===== src/rtl/imm_extend_pipe.sv =====
// Immediate-extension unit for the decode stage: four extension modes, registered output behind valid/ready.
// Build option IMM_EXT_SKID_EN selects a 2-entry skid buffer with registered in_ready; default is a single stage.
module imm_extend_pipe #(
  parameter int IN_W    = 26,
  parameter int OUT_W   = 32,  // must cover IN_W + SHIFT and 2*SHORT_W
  parameter int SHORT_W = 16,
  parameter int SHIFT   = 2
) (
  input  logic             clk,
  input  logic             rst_n,
  input  logic             flush,
  input  logic             in_valid,
  output logic             in_ready,
  input  logic [IN_W-1:0]  in_data,
  input  logic [1:0]       in_mode,
  output logic             out_valid,
  input  logic             out_ready,
  output logic [OUT_W-1:0] out_data,
  output logic [1:0]       out_mode
);

  typedef enum logic [1:0] {
    EMPTY = 2'd0,
    ONE   = 2'd1,
    FULL  = 2'd2
  } state_t;

  logic [OUT_W-1:0] ext_short_s;
  logic [OUT_W-1:0] ext_short_z;
  logic [OUT_W-1:0] ext_full_s;
  logic [OUT_W-1:0] ext_branch;
  logic [OUT_W-1:0] ext_upper;
  logic [OUT_W-1:0] ext_data;

  assign ext_short_s = {{(OUT_W-SHORT_W){in_data[SHORT_W-1]}}, in_data[SHORT_W-1:0]};
  assign ext_short_z = {{(OUT_W-SHORT_W){1'b0}}, in_data[SHORT_W-1:0]};
  assign ext_full_s  = {{(OUT_W-IN_W){in_data[IN_W-1]}}, in_data};
  assign ext_branch  = ext_full_s << SHIFT;
  assign ext_upper   = {in_data[SHORT_W-1:0], {(OUT_W-SHORT_W){1'b0}}};

  always_comb begin
    ext_data = ext_short_s;
    case (in_mode)
      2'd0:    ext_data = ext_short_s;
      2'd1:    ext_data = ext_short_z;
      2'd2:    ext_data = ext_branch;
      2'd3:    ext_data = ext_upper;
      default: ext_data = ext_short_s;
    endcase
  end

  state_t           state_q, state_d;
  logic [OUT_W-1:0] head_data_q, head_data_d;
  logic [1:0]       head_mode_q, head_mode_d;
  logic             out_valid_q, out_valid_d;
  logic             accept;
  logic             deliver;

  assign accept  = in_valid && in_ready;
  assign deliver = out_valid_q && out_ready;

`ifdef IMM_EXT_SKID_EN
  logic [OUT_W-1:0] skid_data_q, skid_data_d;
  logic [1:0]       skid_mode_q, skid_mode_d;
  logic             in_ready_q, in_ready_d;

  assign in_ready = in_ready_q;

  always_comb begin
    state_d     = state_q;
    head_data_d = head_data_q;
    head_mode_d = head_mode_q;
    skid_data_d = skid_data_q;
    skid_mode_d = skid_mode_q;
    case (state_q)
      EMPTY: begin
        if (accept) begin
          head_data_d = ext_data;
          head_mode_d = in_mode;
          state_d     = ONE;
        end
      end
      ONE: begin
        if (accept && deliver) begin
          head_data_d = ext_data;
          head_mode_d = in_mode;
        end else if (accept) begin
          skid_data_d = ext_data;
          skid_mode_d = in_mode;
          state_d     = FULL;
        end else if (deliver) begin
          state_d = EMPTY;
        end
      end
      FULL: begin
        if (deliver) begin
          head_data_d = skid_data_q;
          head_mode_d = skid_mode_q;
          state_d     = ONE;
        end
      end
      default: state_d = EMPTY;
    endcase
    if (flush) state_d = EMPTY;
    out_valid_d = (state_d != EMPTY);
    in_ready_d  = (state_d != FULL);
  end

  always_ff @(posedge clk or negedge rst_n) begin
    if (!rst_n) begin
      skid_data_q <= '0;
      skid_mode_q <= '0;
      in_ready_q  <= 1'b1;
    end else begin
      skid_data_q <= skid_data_d;
      skid_mode_q <= skid_mode_d;
      in_ready_q  <= in_ready_d;
    end
  end
`else
  // Single stage: a stalled head can still be replaced in the cycle it leaves.
  assign in_ready = !out_valid_q || out_ready;

  always_comb begin
    state_d     = state_q;
    head_data_d = head_data_q;
    head_mode_d = head_mode_q;
    case (state_q)
      EMPTY: begin
        if (accept) begin
          head_data_d = ext_data;
          head_mode_d = in_mode;
          state_d     = ONE;
        end
      end
      ONE: begin
        if (accept) begin
          head_data_d = ext_data;
          head_mode_d = in_mode;
        end else if (deliver) begin
          state_d = EMPTY;
        end
      end
      default: state_d = EMPTY;
    endcase
    if (flush) state_d = EMPTY;
    out_valid_d = (state_d != EMPTY);
  end
`endif

  always_ff @(posedge clk or negedge rst_n) begin
    if (!rst_n) begin
      state_q     <= EMPTY;
      head_data_q <= '0;
      head_mode_q <= '0;
      out_valid_q <= 1'b0;
    end else begin
      state_q     <= state_d;
      head_data_q <= head_data_d;
      head_mode_q <= head_mode_d;
      out_valid_q <= out_valid_d;
    end
  end

  assign out_valid = out_valid_q;
  assign out_data  = head_data_q;
  assign out_mode  = head_mode_q;

endmodule


===== config.mk =====
export PLATFORM = sky130hd
export DESIGN_NAME = imm_extend_pipe
export DESIGN_NICKNAME = d
export VERILOG_FILES = /design/src/rtl/imm_extend_pipe.sv
export SDC_FILE = /design/constraint.sdc
export NUM_CORES = 1
export LEC_CHECK = 0
export CAP_MARGIN = 20
export CELL_PAD_IN_SITES_DETAIL_PLACEMENT = 1
export CELL_PAD_IN_SITES_GLOBAL_PLACEMENT = 1
export CORE_MARGIN = 2
export CORE_UTILIZATION = 35
export DETAILED_ROUTE_END_ITERATION = 7
export GPL_TIMING_DRIVEN = 0
export MAX_ROUTING_LAYER = met4
export PLACE_DENSITY = 0.89
export REMOVE_ABC_BUFFERS = 1
export SETUP_SLACK_MARGIN = 0.3
export SYNTH_ARGS = -nofsm -noshare
export SYNTH_HDL_FRONTEND = slang
export SYNTH_SLANG_ARGS = --single-unit

===== constraint.sdc =====
create_clock -name clk -period 2.5 [get_ports clk]
set_clock_uncertainty 0.2 [all_clocks]
set_input_delay 0.75 -clock clk [delete_from_list [all_inputs] [get_ports clk]]
set_output_delay 0.75 -clock clk [all_outputs]
set_load 0.005 [all_outputs]

### After elaboration in Yosys (flattened, before gate mapping)

Cells that the tools add are included.

* flip-flop bits (word level): 37
* bits in latches: 0
* memory bits (writable): 0
* bits in read-only memories: 0
* input port bits: 33
* output and inout bits: 36
* word-level logic and storage cells: 23
* memories kept: 0

* add/subtract/negate cells: 0
* multiply operators: 0
* div/mod/pow operators: 0
* magnitude comparators: 0
* eq/ne operators: 4
* shift operators: 0
* muxes and demuxes: 6
* bitwise gates (word level): 0
* reductions and logical operators: 9

Operators by type and width (number)
* 32-bit case mux with 4 select lines: 1
* 2-bit 2-to-1 mux: 4
* 2-bit by 1-bit equality test with 1-bit output (second input constant): 2
* 2-bit equality test (second input constant): 2
* 2-bit logical NOT: 2
* 2-bit case mux with 2 select lines: 1
* 1-bit logical AND: 2
* 2-bit AND reduction: 1
* 2-bit nonzero test: 1
* 2-bit OR reduction: 1
* 1-bit logical NOT: 1
* 1-bit logical OR: 1

### Longest topological paths before layout

Gate-level depths: netlist (run 1).

* word-level depth: 7
* gate-level depth with buffers: 5
* depth with buffers taken out: 4

### Worst setup path before layout (run 1)

Ideal clock, no wire load.

* path type: in2out
* start point: input out_ready
* end point: output in_ready
* arrival time: 0.943 ns
* required time: 1.550 ns
* slack: 0.607 ns
* stages: 2
* buffers on the path: 0
* cell sequence: nor2b_2 > inv_2

* longest elaborated chain between the ends: 1

RTL lines
* start: declaration: line 17 `input logic out_ready,`
* 1-bit logical OR: line 122 `assign in_ready = !out_valid_q || out_ready;`
* end: declaration: line 13 `output logic in_ready,`

No other way between the ends.

### Final worst setup path (run 1)

Same ends and word-level chain as after synthesis.

==> metrics.md, run 1 <==
| Metric | Value |
|---|---|
| Gr ovfl total | 0 |
| Die height | ~75 um |
| Worst-Skew Late Latency | 0.28 ns |
| Synth warn | 0 |
| Commonest non-fill, non-tap cells in the layout | clkdlybuf4s50_1, dfrtp_1, o21ai_0 |
| Layout net count | 270 |
| Aggregate global-route resource usage | 21.6% |
| Sequential area share after synthesis | 52.2% |
| Site Rows | 25 |
| Root buffer cell | clkbuf_8 |
| Final hold vios | 0 |
| Least-Margin Pin Slew | 0.833 ns |
| Critical path class | primary input to primary output |
| CP max FO | 5 |
| Status | finished clean |
| Worst slack at placement | -1.13 ns |
| CTS tree | done |
| Register bit total from synthesis | 37 |
| Final worst slack | 0.336 ns |
| Port bufs | 68 |
| RSZ-0062 raised after global routing | no |
| Worst path required time | 1.55 ns |
| Core Area | 4820 um2 |
| Total CTS buffers | 5 |
| Placed Instances | roughly 290 |
| # diodes | 0 |
| Final period util | 86.5% |
| CTS max path bufs | 2 |
| Worst Hold End | state_q[0]$_DFF_PN0_ |
| Final setup fails | 0 |
| Cell family with most CP delay | buffers and inverters |
| WL/cell | 18.5 um |
| Sequential Area | 926 um2 |
| WL final | 5.63 mm |
| Ys async rst share | 100% |
| Placer Congestion | 0.748 |
| WHS Path Cells | 1 |
| Largest net degree at the start of global routing | 38 |
| Multi-input combinational cell area | approximately 790 um2 |
| Worst reg2reg path startpoint | out_valid$_DFF_PN0_ |
| Worst hold path class | flip-flop to flip-flop |
| Max_slew headroom | 44.5% |
| Hold_sp | state_q[1]$_DFF_PN0_ |
| F_max | 462 MHz |
| Worst Path Buf+Inv | 3 |
| Worst Reg2Reg Path Length in Cells | 5 |
| Crit-path max cell delay | 0.15 ns |
| Finished Layout Cells | 304 |
| Clock sink count | 37 |
| EDFF count, synth | 0 |
| Clock slew at reported path FFs | 0.07 ns |
| Max-cap violation count | 0 |
| Layout area overhead | 48.0% |
| Layout Utilization | 54.5% |
| First-pass GRT wire length | 8.57 mm |
| Crit path DAT | 1.21 ns |
| Share of layout cells above drive strength 1 | 11.8% |
| Die width | about 75 um |
| Critical path launch point type | primary input |
| Initial antenna violation count | 0 |
| Max-slew violations | 0 |
| H-Tree Depth | 2 |
| Initial Util | 36.8% |
| DIE AREA | ~5700 um2 |
| Vias/cell | 5.37 |
| Starting DRT DRC Count | 117 |
| Worst-path cell chain | clkbuf_4 -> nor2b_4 -> inv_4 -> clkbuf_2 |
| Worst R2R End | out_mode[0]$_DFFE_PN0P_ |
| Worst Setup End Kind | primary output |
| Post-DP HPWL | 3.64 mm |
| PwrDens | between 600 and 700 nW/um2 |
| R2r setup slk | approximately 0.87 ns |
| Post-Syn Instances | 166 |
| Slowest cell on the critical path | clkbuf_4 |
| Vias | about 1,600 |
| Commonest non-fill, non-tap cell in the layout | clkdlybuf4s50_1 |
| Yosys cell types | 28 |
| Avg Synthesized Cell Area | 10.7 um2 |
| Tmin final | 2.16 ns |
| Num ports | slightly below 70 |
| Post-Syn Area | 1770 um2 |
| # fillers | 551 |
| Vias in the first global route | 1,604 |
| Leakage dissipation | 1.09 nW |
| Drt pass-1 iters | 4 |
| Main synth FF type | dfrtp_1 |
| Post-route DRC | 0 |
| Worst VDD drop | 264 uV |
| Antenna violation net count after detailed routing | 0 |
report_power, final:
part | internal (mW) | switching, mW
clock network | 0.219 | 0.209
logic | 0.260 | 0.174
registers | 0.683 | 0.0488
total | 1.16 | 0.432
Yosys cell counts, types with 2 or more instances:
library cell  instances  area share (%)
o21ai_1              16             4.5
dfrtp_1              37              52
nor2b_2               2            0.99
inv_2                 2            0.42
mux2_1                2             1.3
nor4_1                2            0.71
o21ai_0              18             5.1
buf_4                 3             1.3
buf_2                 6             1.7
nand2_1              13             2.8
a22oi_1              14             5.9
a21oi_1               6             1.7
nand3_1               5             1.4
mux2i_1              13             7.3
a22o_1               10             4.9
a31oi_1               5             1.8
kinds of logic (layout without fill, tap and decap cells):
logic type | after synthesis | in the layout | share of synthesized area (%)
compound gates | 70 | 70 | 25.1
simple gates | 29 | 30 | 9.39
buf+inv | 14 | 84 | 4.52
flops | 37 | 37 | 52.2
other cells | 1 | 1 | 0.212
mux | 15 | 15 | 8.61
area by class of cell:
cell class                      count  area share, %
Inverter                            2          0.381
Sequential cell                    37           35.3
Tap cell                           67           3.20
Timing Repair Buffer               75           27.6
Clock buffer                        7           3.29
Multi-Input combinational cell    116           30.3
worst max-delay path by stage:
| stage | depth (start not counted) | end | start |
|---|---|---|---|
| 2_1_floorplan | 2 | in_ready | out_ready |
| 3_3_place_gp | 4 | in_ready | out_ready |
| 3_5_place_dp | 4 | in_ready | out_ready |
| 4_1_cts | 4 | in_ready | out_ready |
| 5_1_grt | 4 | in_ready | out_ready |
| 6_report | 4 | in_ready | out_ready |
routing by layer:
layer	routed length (um)	vias to the layer above	global-route usage, %	part of all wire, %
met5	0	-	-	0
met4	57	0	5.26	1.0
met3	229	7	4.55	4.1
met2	2880	44	35.3	51
met1	2450	831	27.7	44
li1	-	750	-	-
registers in the layout (all words and copies together) (netlist names):
register / cells
state_q: 2
out_mode: 2
out_valid: 1
out_data: 32
metrics by stage:
| stage | cell area, um2 | total power [mW] | setup TNS [ns] | hold slack [ns] |
|---|---|---|---|---|
| floorplan | 1700 | 0.871 | 0 | 0.247 |
| global placement | 2460 | 1.15 | -32.42 | 0.271 |
| detailed placement | 2460 | 1.17 | -19.54 | 0.287 |
| CTS | 2590 | 1.60 | 0 | 0.299 |
| global route | 2620 | 1.67 | 0 | 0.322 |
| finish | 2620 | 1.59 | 0 | 0.294 |
repair_timing:
action / 4_1_cts / 5_1_grt
setup buffers: 3 / 4
pin swaps: 1 / 0
endpoints found under the setup margin: 37 / 3
hold buffers: 0 / 0
resized for setup: 14 / 4
cloned: 1 / 0
Power figures use the tool's default switching activity.
==> inputs of run 2 (changes only) <==
Settings changed: CELL_PAD_IN_SITES_DETAIL_PLACEMENT 1 to not set, CELL_PAD_IN_SITES_GLOBAL_PLACEMENT 1 to not set, CORE_UTILIZATION 35 to 47.
==> metrics.md, run 2 (same netlist as run 1, synthesis figures left out) <==
| Metric | Value |
|---|---|
| Num ports | just under 70 |
| Worst Setup End Kind | primary output |
| RSZ-0062 raised after global routing | yes |
| Max-slew violations | 0 |
| Site Rows | 22 |
| Root buffer cell | clkbuf_8 |
| Max-cap violation count | 0 |
| Crit-path max cell delay | roughly 0.16 ns |
| Least-Margin Pin Slew | 0.804 ns |
| Commonest non-fill, non-tap cell in the layout | clkdlybuf4s50_1 |
| WHS Path Cells | 1 |
| Worst Reg2Reg Path Length in Cells | 5 |
| Total CTS buffers | 5 |
| DIE AREA | roughly 4300 um2 |
| Worst VDD drop | 418 uV |
| Status | finished clean |
| Critical path launch point type | primary input |
| Starting DRT DRC Count | 136 |
| Share of layout cells above drive strength 1 | between 10% and 20% |
| Power Total | between 1.5 and 2 mW |
| Critical path class | primary input to primary output |
| Layout net count | around 270 |
| Aggregate global-route resource usage | 24.3% |
| CP max FO | 4 |
| Crit path DAT | 1.23 ns |
| Worst-Skew Late Latency | ~0.29 ns |
| Worst path required time | around 1.6 ns |
| Hold_ws | 0.301 ns |
| Die width | 65.4 um |
| Largest net degree at the start of global routing | 38 |
| Final period util | between 80% and 90% |
| Antenna violation net count after detailed routing | 0 |
| H-Tree Depth | 2 |
| Vias in the first global route | 1,532 |
| Vias/cell | between 5 and 6 |
| Worst-path cell chain | buf_4 -> nor2b_4 -> clkinv_4 -> clkbuf_2 |
| Placer Congestion | 0.854 |
| First-pass GRT wire length | around 7.6 mm |
| Worst hold path class | flip-flop to flip-flop |
| Worst reg2reg path startpoint | out_valid$_DFF_PN0_ |
| Worst R2R End | out_mode[0]$_DFFE_PN0P_ |
| Hold_sp | state_q[1]$_DFF_PN0_ |
| Clock slew at reported path FFs | 0.07 ns |
| Vias | 1,591 |
| Layout area overhead | 47.4% |
| CTS tree | done |
| Tmin final | roughly 2.2 ns |
| Gr ovfl total | 0 |
| F_max | 459 MHz |
| Clock sink count | 37 |
| WL final | 4.88 mm |
| Slowest cell on the critical path | nor2b_4 |
| Largest register FFs | 32 |
| Commonest non-fill, non-tap cells in the layout | clkdlybuf4s50_1, dfrtp_1, o21ai_0 |
| Final hold vios | 0 |
| Initial antenna violation count | 0 |
| PwrDens | around 600 nW/um2 |
| Drt pass-1 iters | 4 |
| Core Area | 3630 um2 |
| WL/cell | 17.1 um |
| # diodes | 0 |
| Final setup fails | 0 |
| Max_slew headroom | between 40% and 50% |
| Initial Util | 48.8% |
| Post-DP HPWL | 3.18 mm |
| Port bufs | 68 |
| Die height | about 65 um |
| CTS max path bufs | 2 |
| R2r setup slk | 0.74 ns |
| Post-route DRC | 0 |
| Leakage dissipation | 1.10 nW |
| Worst Hold End | state_q[0]$_DFF_PN0_ |
[run 2: cell count changes in the layout (fill, tap and decap cells not counted)]
cell      change
nand2_8       -1
buf_12        +1
buf_4         +1
inv_4         -1
nand2_4       +1
clkbuf_4      -1
clkinv_4      +1
[run 2: worst max-delay path, delay by kind of cell]
kind / cells / cell delay [ns]
buffers and inverters: 3 / 0.32
AND/OR/NAND/NOR: 1 / 0.16
[run 2: metrics by stage]
stage          instances  setup slack [ns]  setup TNS, ns  utilization [%]  instance area (um2)
2_1_floorplan        154             0.162              0                -                 1700
3_3_place_gp         270             -1.01         -26.79             67.2                 2440
3_5_place_dp         270             -1.04         -16.77             67.0                 2440
4_1_cts              280             0.178              0             70.7                 2570
5_1_grt              286             0.281              0             71.9                 2610
6_report             286             0.320              0             71.9                 2610
[run 2: timing repair]
item	in CTS	in global routing
resized for setup	15	3
cloned	1	0
endpoints found under the setup margin	37	2
pin swaps	1	0
setup buffers	2	6
hold buffers	0	0
[run 2: per-layer routing]
| metal | track usage [%] | part of all wire [%] |
|---|---|---|
| met3 | 5.31 | 5.4 |
| met4 | 8.85 | 1.7 |
| met2 | 39.9 | 53 |
| met5 | - | 0 |
| met1 | 29.6 | 40 |
[run 2: how the worst max path moves through the flow]
stage | start | end | slack, ns | cells past startpoint
after floorplan | out_ready | in_ready | 0.16 | 2
after global placement | out_ready | in_ready | -1.01 | 4
after detailed placement | out_ready | in_ready | -1.04 | 4
after CTS | out_ready | in_ready | 0.18 | 4
after global routing | out_ready | in_ready | 0.28 | 4
final | out_ready | in_ready | 0.32 | 4
[run 2: layout make-up]
cell class / count / area, um2
Multi-Input combinational cell: 116 / 786
Fill cell: 281 / 1020
Inverter: 2 / 12.5
Timing Repair Buffer: 76 / 743
Sequential cell: 37 / 926
Clock buffer: 7 / 86.3
Tap cell: 48 / 60.1
[run 2: report_power, final]
group	internal (mW)	total, mW	leakage, nW	switching, mW
Sequential	0.683	0.728	0.462	0.0453
Clock	0.218	0.416	0.0443	0.198
Combinational	0.262	0.430	0.593	0.168
